**config.mk**
```make
export PLATFORM = sky130hd
export DESIGN_NAME = fft8_out_serializer_flat
export DESIGN_NICKNAME = d
export VERILOG_FILES = /design/src/rtl/fft8_out_serializer_if.sv /design/src/rtl/fft8_out_serializer.sv /design/src/flat_wrapper.sv
export SDC_FILE = /design/constraint.sdc
export NUM_CORES = 1
export LEC_CHECK = 0
export BUFFER_PORTS_ARGS = -buffer_cell sky130_fd_sc_hd__buf_4
export CORE_MARGIN = 4
export CORE_UTILIZATION = 50
export CTS_BUF_LIST = sky130_fd_sc_hd__clkbuf_4 sky130_fd_sc_hd__clkbuf_8
export DETAILED_ROUTE_END_ITERATION = 7
export PLACE_DENSITY = 0.76
export SYNTH_ARGS = -nofsm -noshare
export SYNTH_HDL_FRONTEND = slang
export SYNTH_SLANG_ARGS = --single-unit
```
**constraint.sdc**
```tcl
create_clock -name clk -period 11.5 [get_ports clk]
set_clock_uncertainty 0.2 [all_clocks]
set_input_delay 2.3 -clock clk [delete_from_list [all_inputs] [get_ports clk]]
set_output_delay 2.3 -clock clk [all_outputs]
set_load 0.02 [all_outputs]
```
**src/rtl/fft8_out_serializer_if.sv**
```systemverilog
// Frame-in / beat-out handshake bundle for the FFT output serializer.
// master = upstream producer plus downstream consumer, slave = serializer.
interface fft8_out_serializer_if #(
  parameter int W     = 16,
  parameter int N_PTS = 8
);
  localparam int IDX_W = $clog2(N_PTS);

  logic               in_valid;
  logic               in_ready;
  logic [N_PTS*W-1:0] in_real;
  logic [N_PTS*W-1:0] in_imag;
  logic               out_valid;
  logic               out_ready;
  logic [W-1:0]       out_real;
  logic [W-1:0]       out_imag;
  logic [IDX_W-1:0]   out_idx;
  logic               out_last;

  modport master (
    output in_valid, in_real, in_imag, out_ready,
    input  in_ready, out_valid, out_real, out_imag,
    input  out_idx, out_last
  );

  modport slave (
    input  in_valid, in_real, in_imag, out_ready,
    output in_ready, out_valid, out_real, out_imag,
    output out_idx, out_last
  );
endinterface

```
**src/rtl/fft8_out_serializer.sv**
```systemverilog
// Captures one FFT frame in parallel and streams bins out in index order.
// Define FFT_OUT_SCALE_EN to apply 1/N (>>> IDX_W) normalisation on output.
module fft8_out_serializer #(
  parameter int W     = 16,
  parameter int N_PTS = 8
) (
  input logic                  clk,
  input logic                  rst,
  fft8_out_serializer_if.slave bus
);
  localparam int IDX_W = $clog2(N_PTS);

  typedef enum logic {
    IDLE,
    STREAM
  } state_t;

  state_t                state;
  logic                  out_valid_q;
  logic [IDX_W-1:0]      idx;
  logic signed [W-1:0]   buf_re [N_PTS];
  logic signed [W-1:0]   buf_im [N_PTS];
  logic                  last_beat;
  logic                  beat_acc;
  logic                  take;

  assign last_beat = (idx == IDX_W'(N_PTS - 1));
  assign beat_acc  = out_valid_q & bus.out_ready;
  assign take      = bus.in_valid & bus.in_ready;

  assign bus.out_valid = out_valid_q;
  assign bus.out_last  = out_valid_q & last_beat;
  assign bus.out_idx   = idx;
  assign bus.in_ready  = (state == IDLE) |
                         ((state == STREAM) & bus.out_last & bus.out_ready);

`ifdef FFT_OUT_SCALE_EN
  assign bus.out_real = W'(buf_re[idx] >>> IDX_W);
  assign bus.out_imag = W'(buf_im[idx] >>> IDX_W);
`else
  assign bus.out_real = buf_re[idx];
  assign bus.out_imag = buf_im[idx];
`endif

  always_ff @(posedge clk or posedge rst) begin
    if (rst) begin
      state       <= IDLE;
      out_valid_q <= 1'b0;
      idx         <= '0;
      for (int k = 0; k < N_PTS; k++) begin
        buf_re[k] <= '0;
        buf_im[k] <= '0;
      end
    end else begin
      if (take) begin
        for (int k = 0; k < N_PTS; k++) begin
          buf_re[k] <= bus.in_real[k*W +: W];
          buf_im[k] <= bus.in_imag[k*W +: W];
        end
      end
      unique case (state)
        IDLE: begin
          if (take) begin
            state       <= STREAM;
            out_valid_q <= 1'b1;
            idx         <= '0;
          end
        end
        STREAM: begin
          if (beat_acc) begin
            if (!last_beat) begin
              idx <= idx + IDX_W'(1);
            end else if (take) begin
              idx <= '0;
            end else begin
              state       <= IDLE;
              out_valid_q <= 1'b0;
              idx         <= '0;
            end
          end
        end
        default: begin
          state       <= IDLE;
          out_valid_q <= 1'b0;
          idx         <= '0;
        end
      endcase
    end
  end
endmodule

```
**src/flat_wrapper.sv**
```systemverilog
// flat-port wrapper written by rule: the top's interface ports become plain ports
module fft8_out_serializer_flat 
#(
  parameter int W     = 16,
  parameter int N_PTS = 8
)
  (clk, rst, bus_in_valid, bus_in_real, bus_in_imag, bus_out_ready, bus_in_ready, bus_out_valid, bus_out_real, bus_out_imag, bus_out_idx, bus_out_last);
  fft8_out_serializer_if #(.W(W), .N_PTS(N_PTS)) bus_i ();
  input logic clk;
  input logic rst;
  input wire logic [$bits(bus_i.in_valid)-1:0] bus_in_valid;
  input wire logic [$bits(bus_i.in_real)-1:0] bus_in_real;
  input wire logic [$bits(bus_i.in_imag)-1:0] bus_in_imag;
  input wire logic [$bits(bus_i.out_ready)-1:0] bus_out_ready;
  output wire logic [$bits(bus_i.in_ready)-1:0] bus_in_ready;
  output wire logic [$bits(bus_i.out_valid)-1:0] bus_out_valid;
  output wire logic [$bits(bus_i.out_real)-1:0] bus_out_real;
  output wire logic [$bits(bus_i.out_imag)-1:0] bus_out_imag;
  output wire logic [$bits(bus_i.out_idx)-1:0] bus_out_idx;
  output wire logic [$bits(bus_i.out_last)-1:0] bus_out_last;
  assign bus_i.in_valid = bus_in_valid;
  assign bus_i.in_real = bus_in_real;
  assign bus_i.in_imag = bus_in_imag;
  assign bus_i.out_ready = bus_out_ready;
  assign bus_in_ready = bus_i.in_ready;
  assign bus_out_valid = bus_i.out_valid;
  assign bus_out_real = bus_i.out_real;
  assign bus_out_imag = bus_i.out_imag;
  assign bus_out_idx = bus_i.out_idx;
  assign bus_out_last = bus_i.out_last;
  fft8_out_serializer #(.W(W), .N_PTS(N_PTS)) u_core (.clk(clk), .rst(rst), .bus(bus_i));
endmodule
```
Word-level counts from Yosys, hierarchy flattened:

Index checks and enable logic that the tools add are counted.

* register bits after elaboration: 261

* add/sub/neg operators: 1
* $lt $le $gt $ge: 1
* eq/ne operators: 5
* muxes and demuxes: 19
* bitwise gates (word level): 8
* reduce and logical (&&, ||, !) cells: 2

Operators by type and width (count)
* $bmux 16 s3: 2
* $mux 16: 4
* $mux 3: 3
* $mux 1: 7
* $ne 2x2->1 const B: 3
* $pmux 3 s2: 1
* $and 1x1->1: 5
* $ge 4x4->1 const B: 1
* $not 3->4: 1
* $pmux 1 s2: 2
* $reduce_and 4->1: 1
* $add 3x1->3 const B: 1
* $eq 3x3->1 const B: 1
* $ne 2x1->1 const B: 1
* $reduce_and 2->1: 1
* $not 1->1: 1
* $or 1x1->1: 1

Longest topological paths before layout:

* word-level depth: 10
* gate-level depth with buffers: 7

Worst setup path before layout:

OpenSTA, ideal clock, no wires.

* kind: input-to-output
* start point: input port bus_out_ready
* end point: output port bus_in_ready
* data arrival time: 2575 ps
* required time: 9000 ps
* slack: 6425 ps
* stages on the path: 2
* path buffers: 0
* cell sequence: nand3_1 > nand2_1

* cells in the longest elaborated chain, start to end: 2

Ends and longest elaborated chain
* start, declared: RTL line flat_wrapper.sv:14 `input wire logic [$bits(bus_i.out_ready)-1:0] bus_out_ready;`
* $and 1x1->1: RTL line fft8_out_serializer.sv:35 `((state == STREAM) & bus.out_last & bus.out_ready);`
* $or 1x1->1: RTL line fft8_out_serializer.sv:34 `assign bus.in_ready = (state == IDLE) |`
* end, declared: RTL line flat_wrapper.sv:15 `output wire logic [$bits(bus_i.in_ready)-1:0] bus_in_ready;`

No other way between the ends.

Worst setup path after layout:

* start point: register u_core.idx[1] (netlist: u_core.bus.out_idx[1])
* end point: output port bus_out_imag[9]

* cells in the longest elaborated chain, start to end: 4

Ends and longest elaborated chain
* start, declared: RTL line fft8_out_serializer.sv:20 `logic [IDX_W-1:0] idx;`
* start signal, assigned: RTL line fft8_out_serializer.sv:72 `idx <= idx + IDX_W'(1);`
* $not 3->4 (implied by the code): RTL line fft8_out_serializer.sv:42 `assign bus.out_imag = buf_im[idx];`
* $bmux 16 s3: RTL line fft8_out_serializer.sv:42
* $mux 16 (implied by the code) (2 in series): RTL line fft8_out_serializer.sv:42
* end, declared: RTL line flat_wrapper.sv:18 `output wire logic [$bits(bus_i.out_imag)-1:0] bus_out_imag;`

No other way between the ends. The select of a mux whose other input is x is not followed.

==> flow_summary_export.csv <==
group,metric,value,unit
route,vias,7017,
critical_path,cpMaxStageDelayCell,"dfrtp_4",
logic_synthesis,ys_top_cells_by_area,"dfrtp_1 56%, mux2_1 23%, mux4_2 11%, mux2_2 4.7%, buf_4 1.6%",
clock_tree,root_buffer,"clkbuf_8",
logic_synthesis,ys_seq_area_share,55.9,%
critical_path,path_max_fanout,36,
logic_synthesis,netlist_top_cells_count,"261 x dfrtp_1, 240 x mux2_1, 59 x mux4_2",
place,io_buffers,297,
cells_and_area,nets,1246,
logic_synthesis,synth.distinct_cells,22,
min_path,hold_class,"flip-flop to flip-flop",
route,wirelength,27500,um
power,power.leakage,7.02,nW
timing,layout_min_cycle_time,5.72,ns
cells_and_area,area_growth,28.5,%
floorplan,coreArea,22800,sq um
clock_tree,clk_latency,0.52,ns
timing,rsz0062_at_grt,"no",
timing,setup_viol,0,
timing,slew-limit-headroom,25.9,%
timing,final_max_slew_viol_count,0,
power,p_per_area,173,nW/um^2
clock_tree,cts_tree,"built",
critical_path,cpPeakStageDelay,0.81,ns
critical_path,crit_path_cell_trace,"buf_4, mux4_1, mux2_2, buf_4",
global_route,grtUsageTotal,21.3,%
power,peakVddDrop,138,uV
route,drt_iter0_drc,306,
cells_and_area,n_fill_cell,1706,
cells_and_area,drive_above_1_share,48.8,%
critical_path,crit_family,"multiplexers",
global_route,antenna_found_initial,2,
run_status,status,"finished, final reports clean",
clock_tree,clkSinkCount,261,
run,cap_violations,0,
critical_path,rrSetupSlack,5.99,ns
timing,finalCritPeriodShare,49.7,%
clock_tree,clockBufferDepth,3,
floorplan,start_util,51.2,%
logic_synthesis,synth_top_cell_area_share,55.9,%
global_route,grt_pass1_vias,7839,
timing,setup-tns-final,0,ns
timing,max_freq,175,MHz
logic_synthesis,syn_area_per_cell,17.2,sq um
critical_path,critPathLaunchType,"flip-flop",
global_route,overflow,0,
logic_synthesis,synth_top_cell_by_area,"dfrtp_1",
route,ant_nets,0,
route,drt_first_pass_iters,4,
critical_path,cp.buffers_inverters,2,
clock_tree,clk_pin_slew,0.05,ns
timing,worst_pin_slew,1.11,ns
floorplan,die_h,161,um
cells_and_area,fin_util,65.7,%
logic_synthesis,yosys_warnings,0,
logic_synthesis,mappedNetlistArea,11700,sq um
floorplan,rows,55,
clock_tree,cts.htree.levels,2,
logic_synthesis,synth-seq-cells,261,
global_route,grt_pass1_wl,43300,um
clock_tree,postCtsSetupRepairBufs,0,
global_route,grt_max_degree,126,
route,drc,0,
logic_synthesis,synth_most_common_cell,"dfrtp_1",
clock_tree,cts_buffers,45,
critical_path,critical_path_required,9.00,ns
clock_tree,ctsHoldBuffers,0,
critical_path,critPathCaptureType,"output pin",
logic_synthesis,synth_ff_type,"dfrtp_1",
floorplan,io-pin-count,298,
route,avgViaCountPerCell,5.28,
place,place_congestion,0.766,
logic_synthesis,async_reset_ff_share,100,%
clock_tree,cts_resized,0,
critical_path,crit_type,"flip-flop to output pin",
place,dpl.hpwl,19100,um
critical_path,cp.arrival,3.22,ns
logic_synthesis,synth_edf_count,0,
floorplan,dieWidth,161,um
logic_synthesis,syn-instance-count,679,
route,routedWlPerCell,20.7,um
logic_synthesis,syn_nets,941,
critical_path,worst_path_most_repeated_cell,"buf_4",
floorplan,dieArea,25900,sq um
timing,finalHoldViolations,0,
==> per-layer routing <==
metal / vias to the layer above / global-route usage (%) / part of all wire (%) / wire length (um)
li1: 3167 / - / - / -
met1: 3615 / 27.7 / 41 / 11400
met2: 202 / 35.6 / 50 / 13700
met3: 33 / 6.03 / 6.9 / 1900
met4: 0 / 5.85 / 1.8 / 486
met5: - / 0 / 0 / 0
==> stage by stage <==
stage	hold slack (ns)	power, mW	cell area, sq um	worst slack, ns	cells
floorplan	0.249	1.51	11700	1.82	679
detailed placement	0.268	1.76	14100	5.64	1250
finish	0.277	2.60	15000	5.78	1329
global route	0.295	2.74	15000	5.56	1329
CTS	0.281	2.64	15000	5.66	1328
global placement	0.260	1.74	14100	5.61	1250
==> cell usage in the layout (no fill, tap or decap), drive strengths merged, types with 2 or more instances in the layout <==
| master | n |
|---|---|
| mux4 | 64 |
| dfrtp | 261 |
| a22o | 2 |
| buf | 304 |
| nand3 | 2 |
| clkbuf | 77 |
| mux2 | 289 |
| a21boi | 2 |
| ha | 2 |
| nor2 | 2 |
| nand2 | 2 |
| inv | 3 |
==> power breakdown <==
| group | switching (mW) | internal [mW] |
|---|---|---|
| Clock | 0.359 | 0.513 |
| Combinational | 0.250 | 0.358 |
| Sequential | 0.0930 | 1.03 |
==> registers in the layout, summed over array words and instances (netlist names) <==
| register | cells |
|---|---|
| u_core.buf_im | 128 |
| u_core.buf_re | 128 |
| u_core.bus.out_idx | 3 |
| u_core.bus.out_valid | 1 |
| u_core.state | 1 |
==> path summary, 6_finish.rpt <==
check	endpoint	cells past startpoint	start
worst min register to register	u_core.buf_re[70]$_DFFE_PP0P_	1	u_core.buf_re[70]$_DFFE_PP0P_
worst max-delay path	bus_out_imag[9]	4	u_core.bus.out_idx[1]$_DFFE_PP0P_
worst min-delay path	u_core.buf_re[70]$_DFFE_PP0P_	1	u_core.buf_re[70]$_DFFE_PP0P_
min in group asynchronous	u_core.buf_re[28]$_DFFE_PP0P_	2	rst
max in group asynchronous	u_core.buf_re[120]$_DFFE_PP0P_	3	rst
worst max register to register	u_core.buf_re[4]$_DFFE_PP0P_	8	u_core.bus.out_idx[1]$_DFFE_PP0P_
==> layout make-up <==
class / instances / area, sq um / area share (%)
Sequential cell: 261 / 6540 / 43.5
Multi-Input combinational cell: 369 / 4830 / 32.2
Timing Repair Buffer: 304 / 2280 / 15.2
Clock buffer: 77 / 947 / 6.31
Tap cell: 313 / 392 / 2.61
Inverter: 3 / 18.8 / 0.125
Clock inverter: 1 / 5.00 / 0.0333
Antenna cell: 1 / 2.50 / 0.0167
==> logic make-up (layout without fill, tap and decap cells) <==
kind of cell	after synthesis	count (layout)	synth area share, %
fa+ha+maj	2	2	0.214
mux	353	353	40.3
simple gates	8	8	0.321
buf+inv	49	385	2.89
other cells	0	1	0
compound gates	6	6	0.364
flops	261	261	55.9
No activity file was read; power rests on OpenSTA's default activity.
